[src/rtl/rggen_indirect_array_window.sv]
// rtl/rggen_indirect_array_window.sv - indirect INDEX/DATA register window onto an internal array
//
// Purpose:
//   Two bus-visible registers front a DEPTH x DATA_WIDTH storage array.
//   Software writes INDEX (index field plus auto_inc in the MSB), then reads
//   or writes DATA, which is steered to array[index]. With auto_inc set, the
//   index advances by one (mod 2**INDEX_WIDTH) after every DATA access.
//   A separate hardware read port gives user logic registered access to any
//   entry.
//
// Ports:
//   clk, rst          clock; asynchronous active-high reset
//   i_valid           bus request valid, held until o_ready
//   i_address         request byte address
//   i_write           1 = write, 0 = read
//   i_write_data      write data
//   i_strobe          byte enables for writes
//   o_ready           one-cycle completion pulse
//   o_read_data       read data (0 for writes), valid with o_ready
//   o_error           out-of-range DATA access, valid with o_ready
//   o_hit             combinational address decode of the request
//   i_hw_index        hardware read index
//   o_hw_data         registered array[i_hw_index]; 0 when the index is past DEPTH
module rggen_indirect_array_window #(
  parameter int                       ADDRESS_WIDTH = 16,
  parameter logic [ADDRESS_WIDTH-1:0] INDEX_ADDRESS = 'h0,
  parameter logic [ADDRESS_WIDTH-1:0] DATA_ADDRESS  = 'h4,
  parameter int                       DATA_WIDTH    = 32,
  parameter int                       DEPTH         = 16,
  parameter int                       INDEX_WIDTH   = 4,
  parameter logic [DATA_WIDTH-1:0]    INITIAL_VALUE = '0
) (
  input  logic                       clk,
  input  logic                       rst,
  input  logic                       i_valid,
  input  logic [ADDRESS_WIDTH-1:0]   i_address,
  input  logic                       i_write,
  input  logic [DATA_WIDTH-1:0]      i_write_data,
  input  logic [DATA_WIDTH/8-1:0]    i_strobe,
  output logic                       o_ready,
  output logic [DATA_WIDTH-1:0]      o_read_data,
  output logic                       o_error,
  output logic                       o_hit,
  input  logic [INDEX_WIDTH-1:0]     i_hw_index,
  output logic [DATA_WIDTH-1:0]      o_hw_data
);

  localparam int STROBE_WIDTH = DATA_WIDTH / 8;

  typedef enum logic [2:0] {IDLE, INDEX_ACC, DATA_RD, DATA_WR, RESP} state_e;

  state_e                  r_state;
  state_e                  w_next_state;

  logic                    w_is_index_addr;
  logic                    w_hit;
  logic                    w_in_range;
  logic [DATA_WIDTH-1:0]   w_mask;
  logic [DATA_WIDTH-1:0]   w_index_reg;
  logic [DATA_WIDTH-1:0]   w_resp_data;
  logic                    w_resp_error;

  logic                    r_is_index;
  logic                    r_write;
  logic [DATA_WIDTH-1:0]   r_wdata;
  logic [STROBE_WIDTH-1:0] r_strobe;
  logic [INDEX_WIDTH-1:0]  r_index;
  logic                    r_auto_inc;
  logic                    r_rd_phase;
  logic [DATA_WIDTH-1:0]   r_array_rd;
  logic [DATA_WIDTH-1:0]   r_mem [DEPTH];
  logic                    r_ready;
  logic [DATA_WIDTH-1:0]   r_read_data;
  logic                    r_error;
  logic [DATA_WIDTH-1:0]   r_hw_data;

  assign w_is_index_addr = (i_address == INDEX_ADDRESS);
  assign w_hit           = i_valid && (w_is_index_addr || (i_address == DATA_ADDRESS));
  assign w_in_range      = (32'(r_index) < 32'(DEPTH));

  assign o_hit       = w_hit;
  assign o_ready     = r_ready;
  assign o_read_data = r_read_data;
  assign o_error     = r_error;
  assign o_hw_data   = r_hw_data;

  always_comb begin
    w_mask = '0;
    for (int i = 0; i < STROBE_WIDTH; i++) begin
      w_mask[8*i +: 8] = {8{r_strobe[i]}};
    end
  end

  // Software view of INDEX: unused bits read as zero.
  always_comb begin
    w_index_reg                  = '0;
    w_index_reg[INDEX_WIDTH-1:0] = r_index;
    w_index_reg[DATA_WIDTH-1]    = r_auto_inc;
  end

  always_ff @(posedge clk or posedge rst) begin
    if (rst) begin
      r_state <= IDLE;
    end else begin
      r_state <= w_next_state;
    end
  end

  // Response data/error are only produced on the transition into RESP, so
  // the output registers naturally return to zero in every other cycle.
  always_comb begin
    w_next_state = r_state;
    w_resp_data  = '0;
    w_resp_error = 1'b0;
    case (r_state)
      IDLE: begin
        if (w_hit) begin
          if (w_is_index_addr) begin
            w_next_state = INDEX_ACC;
          end else if (i_write) begin
            w_next_state = DATA_WR;
          end else begin
            w_next_state = DATA_RD;
          end
        end
      end
      INDEX_ACC: begin
        w_next_state = RESP;
        if (!r_write) begin
          w_resp_data = w_index_reg;
        end
      end
      DATA_RD: begin
        // Phase 0 issues the array read, phase 1 has its result.
        if (r_rd_phase) begin
          w_next_state = RESP;
          w_resp_error = !w_in_range;
          if (w_in_range) begin
            w_resp_data = r_array_rd;
          end
        end
      end
      DATA_WR: begin
        w_next_state = RESP;
        w_resp_error = !w_in_range;
      end
      RESP: begin
        w_next_state = IDLE;
      end
      default: begin
        w_next_state = IDLE;
      end
    endcase
  end

  always_ff @(posedge clk or posedge rst) begin
    if (rst) begin
      r_is_index  <= 1'b0;
      r_write     <= 1'b0;
      r_wdata     <= '0;
      r_strobe    <= '0;
      r_rd_phase  <= 1'b0;
      r_array_rd  <= '0;
      r_ready     <= 1'b0;
      r_read_data <= '0;
      r_error     <= 1'b0;
    end else begin
      // Request fields are frozen once the FSM leaves IDLE.
      if ((r_state == IDLE) && w_hit) begin
        r_is_index <= w_is_index_addr;
        r_write    <= i_write;
        r_wdata    <= i_write_data;
        r_strobe   <= i_strobe;
      end
      r_rd_phase <= (r_state == DATA_RD) && !r_rd_phase;
      if ((r_state == DATA_RD) && !r_rd_phase && w_in_range) begin
        r_array_rd <= r_mem[r_index];
      end
      r_ready     <= (w_next_state == RESP);
      r_read_data <= w_resp_data;
      r_error     <= w_resp_error;
    end
  end

  always_ff @(posedge clk or posedge rst) begin
    if (rst) begin
      r_index    <= '0;
      r_auto_inc <= 1'b0;
    end else if ((r_state == INDEX_ACC) && r_write) begin
      r_index    <= (r_index & ~w_mask[INDEX_WIDTH-1:0]) |
                    (r_wdata[INDEX_WIDTH-1:0] & w_mask[INDEX_WIDTH-1:0]);
      r_auto_inc <= r_strobe[STROBE_WIDTH-1] ? r_wdata[DATA_WIDTH-1] : r_auto_inc;
    end else if ((r_state == RESP) && !r_is_index && r_auto_inc) begin
      // Wraps at 2**INDEX_WIDTH, deliberately not at DEPTH.
      r_index <= r_index + INDEX_WIDTH'(1);
    end
  end

  // The hardware port samples the array before a same-cycle bus write lands.
  always_ff @(posedge clk or posedge rst) begin
    if (rst) begin
      for (int i = 0; i < DEPTH; i++) begin
        r_mem[i] <= INITIAL_VALUE;
      end
      r_hw_data <= INITIAL_VALUE;
    end else begin
      if ((r_state == DATA_WR) && w_in_range) begin
        r_mem[r_index] <= (r_mem[r_index] & ~w_mask) | (r_wdata & w_mask);
      end
      r_hw_data <= (32'(i_hw_index) < 32'(DEPTH)) ? r_mem[i_hw_index] : '0;
    end
  end

endmodule

[config.mk]
export PLATFORM = sky130hd
export DESIGN_NAME = rggen_indirect_array_window
export DESIGN_NICKNAME = d
export VERILOG_FILES = /design/src/rtl/rggen_indirect_array_window.sv
export SDC_FILE = /design/constraint.sdc
export NUM_CORES = 1
export LEC_CHECK = 0
export CAP_MARGIN = 30
export CORE_ASPECT_RATIO = 1.5
export CORE_MARGIN = 3
export CORE_UTILIZATION = 52
export DETAILED_ROUTE_END_ITERATION = 7
export DONT_BUFFER_PORTS = 1
export PLACE_DENSITY = 0.76
export SYNTH_ARGS = -nofsm -noshare
export SYNTH_HDL_FRONTEND = slang
export SYNTH_SLANG_ARGS = --single-unit
[constraint.sdc]
create_clock -name clk -period 30.8 [get_ports clk]
set_input_delay 4.62 -clock clk [delete_from_list [all_inputs] [get_ports clk]]
set_output_delay 4.62 -clock clk [all_outputs]
set_load 0.005 [all_outputs]
==> results of run 1 <==
[stage by stage]
stage               hold slack, ps  util (%)  instances  instance area (um2)  total power (uW)
detailed placement             475      52.6       3418                33300               906
CTS                            490      56.0       3525                35500              1700
global route                   508      56.0       3526                35500              1740
finish                         482      56.0       3527                35500              1690
floorplan                      454         -       2838                33300               910
global placement               469      52.5       3416                33300               905
[synth_stat cells, types with 2 or more instances]
cell | n | area, um2
a221o_1 | 2 | 20.0
nand3_2 | 32 | 320
a22oi_1 | 32 | 240
nand2b_1 | 2 | 12.5
nor2b_1 | 6 | 37.5
ha_1 | 4 | 50.1
a32oi_4 | 17 | 468
mux2i_1 | 257 | 2570
buf_2 | 56 | 280
nor4_1 | 3 | 18.8
nand2_1 | 139 | 522
and2_1 | 32 | 200
buf_4 | 47 | 353
o21ai_0 | 62 | 310
nor3b_1 | 6 | 45.0
a22o_1 | 5 | 43.8
mux4_2 | 160 | 3600
nor3_1 | 3 | 15.0
inv_1 | 4 | 15.0
a22oi_2 | 94 | 1180
nand3b_1 | 29 | 218
nand4b_1 | 7 | 61.3
buf_6 | 29 | 327
a41oi_2 | 3 | 48.8
a32oi_2 | 12 | 195
a21oi_1 | 129 | 646
dfrtp_1 | 656 | 16400
mux2_2 | 36 | 405
nor2_4 | 4 | 45.0
buf_1 | 17 | 63.8
nor2_1 | 427 | 1600
nand3_1 | 34 | 170
mux2_1 | 3 | 33.8
clkbuf_1 | 113 | 424
o21ai_1 | 67 | 335
or3_1 | 5 | 31.3
a31oi_1 | 288 | 1800
[cell families (layout without fill, tap and decap cells)]
family	count (synthesis)	after routing	synth area share (%)
AO/OA/AOI/OAI	715	715	16.0
buffers and inverters	269	152	4.49
adder cells (fa/ha/maj)	4	4	0.150
multiplexers	456	456	19.9
AND/OR/NAND/NOR	737	737	10.1
flip-flops	656	656	49.3
other	1	2	0.0113
[path summary, 6_finish.rpt]
kind | to | slack [ps]
worst max-delay path | o_hit | 20940
worst min-delay path | o_read_data[27] | 480
worst max register to register | r_mem[463] | 26810
worst min register to register | o_read_data[27] | 480
max in group asynchronous | r_mem[324] | 24420
min in group asynchronous | o_read_data[20] | 4040
[state kept, by name, summed over array words and instances, names as in the netlist, named ones only]
signal / flops
r_array_rd: 32
o_ready: 1
o_read_data: 32
r_rd_phase: 1
r_state: 3
r_write: 1
o_hw_data: 32
r_mem: 512
r_auto_inc: 1
r_is_index: 1
r_wdata: 32
r_strobe: 4
[worst max-delay path: cells and delay by family]
kind / cells / cell delay, ps
and+or+nand+nor: 3 / 620
[power by group through the flow]
stage | registers (uW) | clock network [uW] | logic [uW]
6_report | 863 | 801 | 26.0
5_1_grt | 862 | 847 | 29.4
4_1_cts | 863 | 811 | 27.1
3_5_place_dp | 879 | 0 | 27.1
3_3_place_gp | 879 | 0 | 25.7
2_1_floorplan | 880 | 0 | 30.2
[routing by layer]
metal  global-route usage (%)  vias to the layer above
met5                        0                        -
met4                     14.4                        2
met3                     5.39                      325
met2                     46.2                     1268
met1                     35.3                    12200
li1                         -                    10200
[final cells by class]
class | count | area (um2)
fillers | 5053 | 27900
flip-flops and latches | 656 | 16400
multi-input cells | 1913 | 15500
clock buffers | 84 | 1790
well taps | 805 | 1010
repair buffers | 41 | 405
clock inverters | 23 | 327
inverters | 4 | 22.5
diodes | 1 | 2.50
==> impl_metrics.yaml, run 1 <==
outcome:
  outcome: "finished clean"
drt:
  via_per_inst: 6.80
  drt-met1-wl_mm: 34.1
  wl_per_cell_um: 26.5
  met2_length_mm: 45.7
  drc: 0
  firstDrtPassIters: 6
  num_vias: 24000
  wl_met3_mm: 8.45
  drt-total-wl_mm: 93.6
  drt_iter0_drc: 2537
  drtAntennaViolNets: 0
  highest_layer: "met5"
grt:
  grt_pass1_wl_mm: 145
  grt_max_degree: 188
  overflow: 0
  track_usage_pct: 28.0
  antenna_found_initial: 2
  grt_pass1_vias: 24500
timing:
  clock-skew-final_ps: 18.7
  fin_ws_ps: 20940
  tightest_slew_ps: 1090
  finalCriticalPeriod_ps: 9860
  finalCritPeriodShare_pct: 32.0
  final.setup.tns_ps: 0
  setup_viol: 0
  fmax_ghz: 0.101
  report.final.hold_viol_count: 0
  slew_violations: 0
  slew_headroom_pct: 27.1
  rsz0062_at_grt: "false"
worst_setup_path:
  critPathArrivalTime_ps: 5240
  r2r_cells: 6
  critical_path.cell_chain: "nor4_1, nand3_1, nor2_1"
  worstSetupPathType: "input pin to output pin"
  cp_max_fo: 3
  worstSetupEndpointType: "output pin"
  slowest_delay_ps: 270
  start_kind: "input pin"
  worstSetupStartpoint: "i_address[11]"
  crit_path_top_delay_cell: "nor4_1"
  crit_required_ps: 26180
synthesis:
  async_reset_ff_share_pct: 100
  syn_area_um2: 33300
  syn_nets: 2902
  yosysWarnings: 0
  synth.avg_cell_area_um2: 11.7
  synth_cell_types: 53
  ys_ff_latch: 656
  synth_cells: 2838
  synthFlopType: "dfrtp_1"
  yosysSeqAreaShare_pct: 49.3
  synth_edf_count: 0
clock_network:
  cts_root_buf: "clkbuf_16"
  cts_hold_buf: 0
  cts_max_level: 2
  cts.sinks: 656
  cts.clk_slew.worst_paths_ps: 60
  cts_buffers: 59
  clk_latency_ps: 630
  cts_tree: "done"
  cts_setup_buffers: 0
  cts_buffer_depth: 3
  cts_resized: 0
die:
  core_region_area_um2: 63300
  dieArea_um2: 67100
  initial_utilization_pct: 52.5
  pin_count: 127
  die_h_um: 316
  die_w_um: 213
  rows: 113
pwr:
  p_seq_share_pct: 51.0
  p_leak_uw: 0.0143
  p_per_area_nw_per_um2: 47.6
  p_sw_uw: 349
  sw_frac_of_total_pct: 20.6
  peakVddDrop_uv: 37.4
  p_int_uw: 1340
  clock_power_share_pct: 47.4
  combPwrFrac_pct: 1.5
place:
  dp_hpwl_mm: 51.1
  io_buffers: 0
  gp_congestion: 0.816
  dp_worst_setup_slack_ps: 20930
worst_hold_path:
  hp-class: "flop to flop"
  hold_depth: 1
  hold_start: "r_array_rd[27]"
cells_and_area:
  area_growth_pct: 6.64
  mostFrequentLayoutCell: "dfrtp_1"
  drive_above_1_share_pct: 19.6
  final_cell_mix: "654 x dfrtp_1, 419 x nor2_1, 288 x a31oi_1"
  nets: 2739
job:
  drv_cap: 0
Note: power is estimated with default switching activity, not from simulation.
==> run 2: changes to the inputs <==
--- a/config.mk
+++ b/config.mk
@@ -11,7 +11,7 @@
 export CORE_UTILIZATION = 52
 export DETAILED_ROUTE_END_ITERATION = 7
 export DONT_BUFFER_PORTS = 1
-export PLACE_DENSITY = 0.76
+export PLACE_DENSITY = 0.79
 export SYNTH_ARGS = -nofsm -noshare
 export SYNTH_HDL_FRONTEND = slang
 export SYNTH_SLANG_ARGS = --single-unit
==> constraint.sdc (replaced) <==
create_clock -name clk -period 8.8 [get_ports clk]
set_input_delay 1.32 -clock clk [delete_from_list [all_inputs] [get_ports clk]]
set_output_delay 1.32 -clock clk [all_outputs]
set_load 0.005 [all_outputs]
==> run 2 against run 1 <==
Effect of this change: sequential share of layout area hardly changed; power grew to 3.4 times the previous value; non-clock buffer count is 9 higher; die area stayed put; worst hold slack better by 3.1 ps; via count is 2.0% higher; sequential cell count stayed put; critical path depth is 5 higher; register-to-register slack worse by 22000 ps; combinational power grew to 3.7 times the previous value; core utilization hardly changed; final area hardly changed; highest routed layer unchanged.
==> impl_metrics.yaml, run 2 (synthesis gave the netlist of run 1 again) <==
clock_network:
  cts_tree: "done"
  cts_root_buf: "clkbuf_16"
  cts_max_level: 2
  cts.clk_slew.worst_paths_ps: 70
  cts.sinks: 656
  clk_latency_ps: 610
  cts_buffers: 59
  cts_buffer_depth: 3
  cts_hold_buf: 0
  cts_resized: 0
  cts_setup_buffers: 0
cells_and_area:
  multiInputGateArea_um2: 15500
  nFillCells: 4941
  seq_area_um2: 16400
  mostFrequentLayoutCell: "dfrtp_1"
  drive_above_1_share_pct: 19.7
  largest_reg_flops: 512
  nets: 2748
  area_growth_pct: 6.72
  top_register: "r_mem"
  final_cell_mix: "654 x dfrtp_1, 419 x nor2_1, 288 x a31oi_1"
worst_setup_path:
  start_kind: "flop"
  cpLargestDelayFamily: "buffers and inverters"
  critical_path.cell_chain: "buf_16, buf_12, ha_1, nand4b_1, nor3b_2, buf_4, nor2_1, a21oi_1"
  crit_buf_inv: 3
  crit_path_top_delay_cell: "nor3b_2"
  worstSetupEndpointType: "flop"
  cp_max_fo: 141
  worstSetupPathType: "flop to flop"
  critPathArrivalTime_ps: 4900
  crit_required_ps: 9330
  slowest_delay_ps: 840
grt:
  antenna_found_initial: 3
  overflow: 0
  grt_pass1_wl_mm: 146
  grt_pass1_vias: 25200
  grt_max_degree: 186
  track_usage_pct: 28.1
place:
  gp_congestion: 0.820
  dp_hpwl_mm: 52.8
  io_buffers: 0
  dp_worst_setup_slack_ps: 4320
timing:
  report.final.hold_viol_count: 0
  setup_viol: 0
  slew_headroom_pct: 24.9
  rsz0062_at_grt: "false"
  fin_ws_ps: 4420
  finalCriticalPeriod_ps: 4380
  finalCritPeriodShare_pct: 49.7
  fmax_ghz: 0.229
  slew_violations: 0
  final.setup.tns_ps: 0
  tightest_slew_ps: 1130
  clock-skew-final_ps: 11.2
  holdWs_ps: 485
worst_hold_path:
  hp-class: "flop to flop"
die:
  pin_count: 127
  initial_utilization_pct: 52.5
  die_w_um: 213
  core_region_area_um2: 63300
  dieArea_um2: 67100
  die_h_um: 316
  rows: 113
drt:
  firstDrtPassIters: 6
  drt_iter0_drc: 2743
  drc: 0
  wl_per_cell_um: 26.6
  drtAntennaViolNets: 0
  drt-total-wl_mm: 94.2
  num_vias: 24500
  via_per_inst: 6.92
pwr:
  peakVddDrop_uv: 125
  p_per_area_nw_per_um2: 163
  p_leak_uw: 0.0143
outcome:
  outcome: "finished clean"
job:
  drv_cap: 0
==> run 2: cell types whose count changed in the layout (fill, tap and decap cells not counted), sizes merged <==
cell / previous run / this run
bufinv: 8 / 5
inv: 4 / 3
clkinvlp: 3 / 1
clkinv: 12 / 19
buf: 41 / 50
==> run 2: final cells by class <==
| type | instances | area share [%] |
|---|---|---|
| flip-flops and latches | 656 | 46.3 |
| multi-input cells | 1913 | 43.7 |
| clock buffers | 84 | 4.94 |
| well taps | 805 | 2.84 |
| repair buffers | 50 | 1.57 |
| clock inverters | 24 | 0.691 |
| inverters | 4 | 0.0529 |
| diodes | 1 | 0.00705 |
==> run 2: path summary, 6_finish.rpt <==
| path | start | endpoint | slack [ps] | cells after the start |
|---|---|---|---|---|
| min in group asynchronous | rst | r_mem[244] | 600 | 2 |
| worst max register to register | flop | r_mem[169] | 4420 | 8 |
| max in group asynchronous | rst | r_mem[389] | 6540 | 4 |
| worst min-delay path | r_array_rd[21] | o_read_data[21] | 480 | 1 |
| worst min register to register | r_array_rd[21] | o_read_data[21] | 480 | 1 |
| worst max-delay path | flop | r_mem[169] | 4420 | 8 |
==> run 2: routing by layer <==
layer	share of wire (%)	vias up	GRT usage [%]
met4	6.5	2	16.7
met5	0.015	-	0
met2	49	1467	46.7
li1	-	10200	-
met1	36	12400	34.4
met3	9.0	381	4.88
==> run 2: power breakdown <==
group	internal (uW)	total, uW	switching, uW	leakage, uW
registers	3020	3020	2.05	0.00916
clock network	1520	2680	1160	0.00101
logic	36.6	96.9	60.3	0.00417
==> run 2: worst reg2reg max path, stage by stage, from the launching register on <==
cell and delay [ps]:
dfrtp_4 690, buf_16 340, buf_12 810, ha_1 290
nand4b_1 280, nor3b_2 840, buf_4 750, nor2_1 140
a21oi_1 160
==> run 2: through the flow <==
step                power (uW)  cells  instance area, um2  util (%)
CTS                       5820   3533               35400      55.9
global route              5950   3536               35500      56.1
finish                    5800   3537               35500      56.1
detailed placement        3170   3425               33400      52.8
global placement          3170   3420               33300      52.6
floorplan                 3190   2838               33300         -
==> run 3: changes to the inputs <==
--- a/config.mk
+++ b/config.mk
@@ -11,7 +11,7 @@
 export CORE_UTILIZATION = 52
 export DETAILED_ROUTE_END_ITERATION = 7
 export DONT_BUFFER_PORTS = 1
-export PLACE_DENSITY = 0.79
+export PLACE_DENSITY = 0.76
 export SYNTH_ARGS = -nofsm -noshare
 export SYNTH_HDL_FRONTEND = slang
 export SYNTH_SLANG_ARGS = --single-unit
==> constraint.sdc (replaced) <==
create_clock -name clk -period 4.2 [get_ports clk]
set_input_delay 0.63 -clock clk [delete_from_list [all_inputs] [get_ports clk]]
set_output_delay 0.63 -clock clk [all_outputs]
set_load 0.005 [all_outputs]
==> run 3 against run 2 <==
Effect of this change: power increased by 110%; non-clock buffer count increased by 14; setup slack got worse by 3200 ps; cell count increased by 0.37%; die area unchanged; critical path type unchanged.
==> impl_metrics.yaml, run 3 (synthesis gave the netlist of run 1 again) <==
worst_setup_path:
  start_kind: "flop"
  worstSetupPathType: "flop to flop"
  r2r_cells: 5
  critPathArrivalTime_ps: 3420
  crit_buf_inv: 1
  crit_required_ps: 4660
  r2r_end: "r_mem[472]"
  crit_path_top_delay_cell: "dfrtp_1"
  r2r_slack_ps: 1240
  critical_path.cell_chain: "nor2b_4, buf_12, a22oi_1, a32oi_2, o21ai_0"
  worstSetupEndpointType: "flop"
  slowest_delay_ps: 730
  cp_max_fo: 61
  cpLargestDelayFamily: "compound AO/OA/AOI/OAI gates"
pwr:
  p_total_uw: 12200
  p_per_area_nw_per_um2: 342
  p_sw_uw: 2560
  sw_frac_of_total_pct: 21.0
  p_seq_share_pct: 52.0
  peakVddDrop_uv: 339
  clock_power_share_pct: 46.3
  p_leak_uw: 0.0144
  p_int_uw: 9610
  combPwrFrac_pct: 1.7
cells_and_area:
  drive_above_1_share_pct: 19.9
  n_antenna_cell: 0
  final_cell_mix: "654 x dfrtp_1, 419 x nor2_1, 288 x a31oi_1"
  fin_util_pct: 56.2
  area_growth_pct: 6.92
  top_register: "r_mem"
  nets: 2763
  mostFrequentLayoutCell: "dfrtp_1"
  largest_reg_flops: 512
die:
  die_w_um: 213
  dieArea_um2: 67100
  initial_utilization_pct: 52.5
  die_h_um: 316
  core_region_area_um2: 63300
  pin_count: 127
  rows: 113
clock_network:
  cts_buffer_depth: 3
  cts_root_buf: "clkbuf_16"
  cts_resized: 0
  cts_tree: "done"
  clk_latency_ps: 640
  cts.sinks: 656
  cts_max_level: 2
  cts.clk_slew.worst_paths_ps: 70
  cts_buffers: 60
grt:
  track_usage_pct: 28.3
  grt_pass1_vias: 25100
  antenna_found_initial: 4
  overflow: 0
  grt_pass1_wl_mm: 147
  grt_max_degree: 129
timing:
  setup_viol: 0
  tightest_slew_ps: 1030
  report.final.hold_viol_count: 0
  finalCritPeriodShare_pct: 70.5
  slew_headroom_pct: 31.0
  fmax_ghz: 0.338
  slew_violations: 0
  clock-skew-final_ps: 18.0
  rsz0062_at_grt: "false"
  finalCriticalPeriod_ps: 2960
drt:
  drc: 0
  via_per_inst: 6.84
  drt_iter0_drc: 2778
  wl_per_cell_um: 26.6
  drtAntennaViolNets: 0
  drt-total-wl_mm: 94.4
  num_vias: 24300
  firstDrtPassIters: 6
place:
  dp_hpwl_mm: 54.2
  io_buffers: 0
  gp_congestion: 0.844
worst_hold_path:
  hold_start: "i_address[2]"
  hold_depth: 1
  hold_path_end: "r_state[1]"
  hp-class: "input pin to flop"
job:
  drv_cap: 0
outcome:
  outcome: "finished clean"
run 3: changes by cell type in the layout (fill, tap and decap cells not counted), moves of 2 or more:
cell,delta
buf_4,+12
buf_12,+8
buf_16,-7
clkbuf_1,+3
clkbuf_8,-3
clkinv_2,-2
run 3: how the worst max path moves through the flow:
| stage | endpoint | slack, ps | cells past startpoint |
|---|---|---|---|
| after global routing | r_mem[72] | 1120 | 5 |
| final | r_mem[472] | 1240 | 5 |
| after detailed placement | r_mem[72] | 1360 | 5 |
| after global placement | r_mem[404] | 1430 | 6 |
| after CTS | r_mem[472] | 1330 | 5 |
| after floorplan | asynchronous set/reset pin | -5400 | 1 |
run 3: area by class of cell:
type	instances	area, um2
clock inverter	24	273
clock buffer	84	1720
multi-input combinational	1913	15500
timing repair buffer	64	628
inverter	4	18.8
tap	805	1010
sequential	656	16400
fill	5065	27800
run 3: what timing repair did:
action                                 in CTS  in global routing
setup buffers                               0                  0
hold buffers                                0                  1
endpoints found under the hold margin       0                 24
run 3: power groups by stage:
stage | clock [uW] | sequential (uW) | combinational (uW)
after floorplan | 0 | 6450 | 222
after global placement | 0 | 6440 | 199
after detailed placement | 0 | 6450 | 206
after CTS | 5710 | 6330 | 206
after global routing | 5980 | 6320 | 229
final | 5630 | 6330 | 202
run 3: routing by layer:
layer	share of wire (%)	up-vias	global-route usage, %	wire length, um
met3	8.8	370	5.34	8310
li1	-	10300	-	-
met4	6.2	6	16.3	5850
met2	49	1369	46.6	46300
met5	0.043	-	0	41
met1	36	12300	35.0	33900
run 3: through the flow:
stage	setup TNS, ps	hold slack (ps)	setup slack (ps)	area, um2	std cells
after detailed placement	0	478	1360	33500	3439
final	0	113	1240	35600	3550
after global routing	0	99.4	1120	35600	3550
after global placement	0	476	1430	33500	3439
after floorplan	-3540120	454	-5400	33300	2838
after CTS	0	63.2	1330	35500	3547
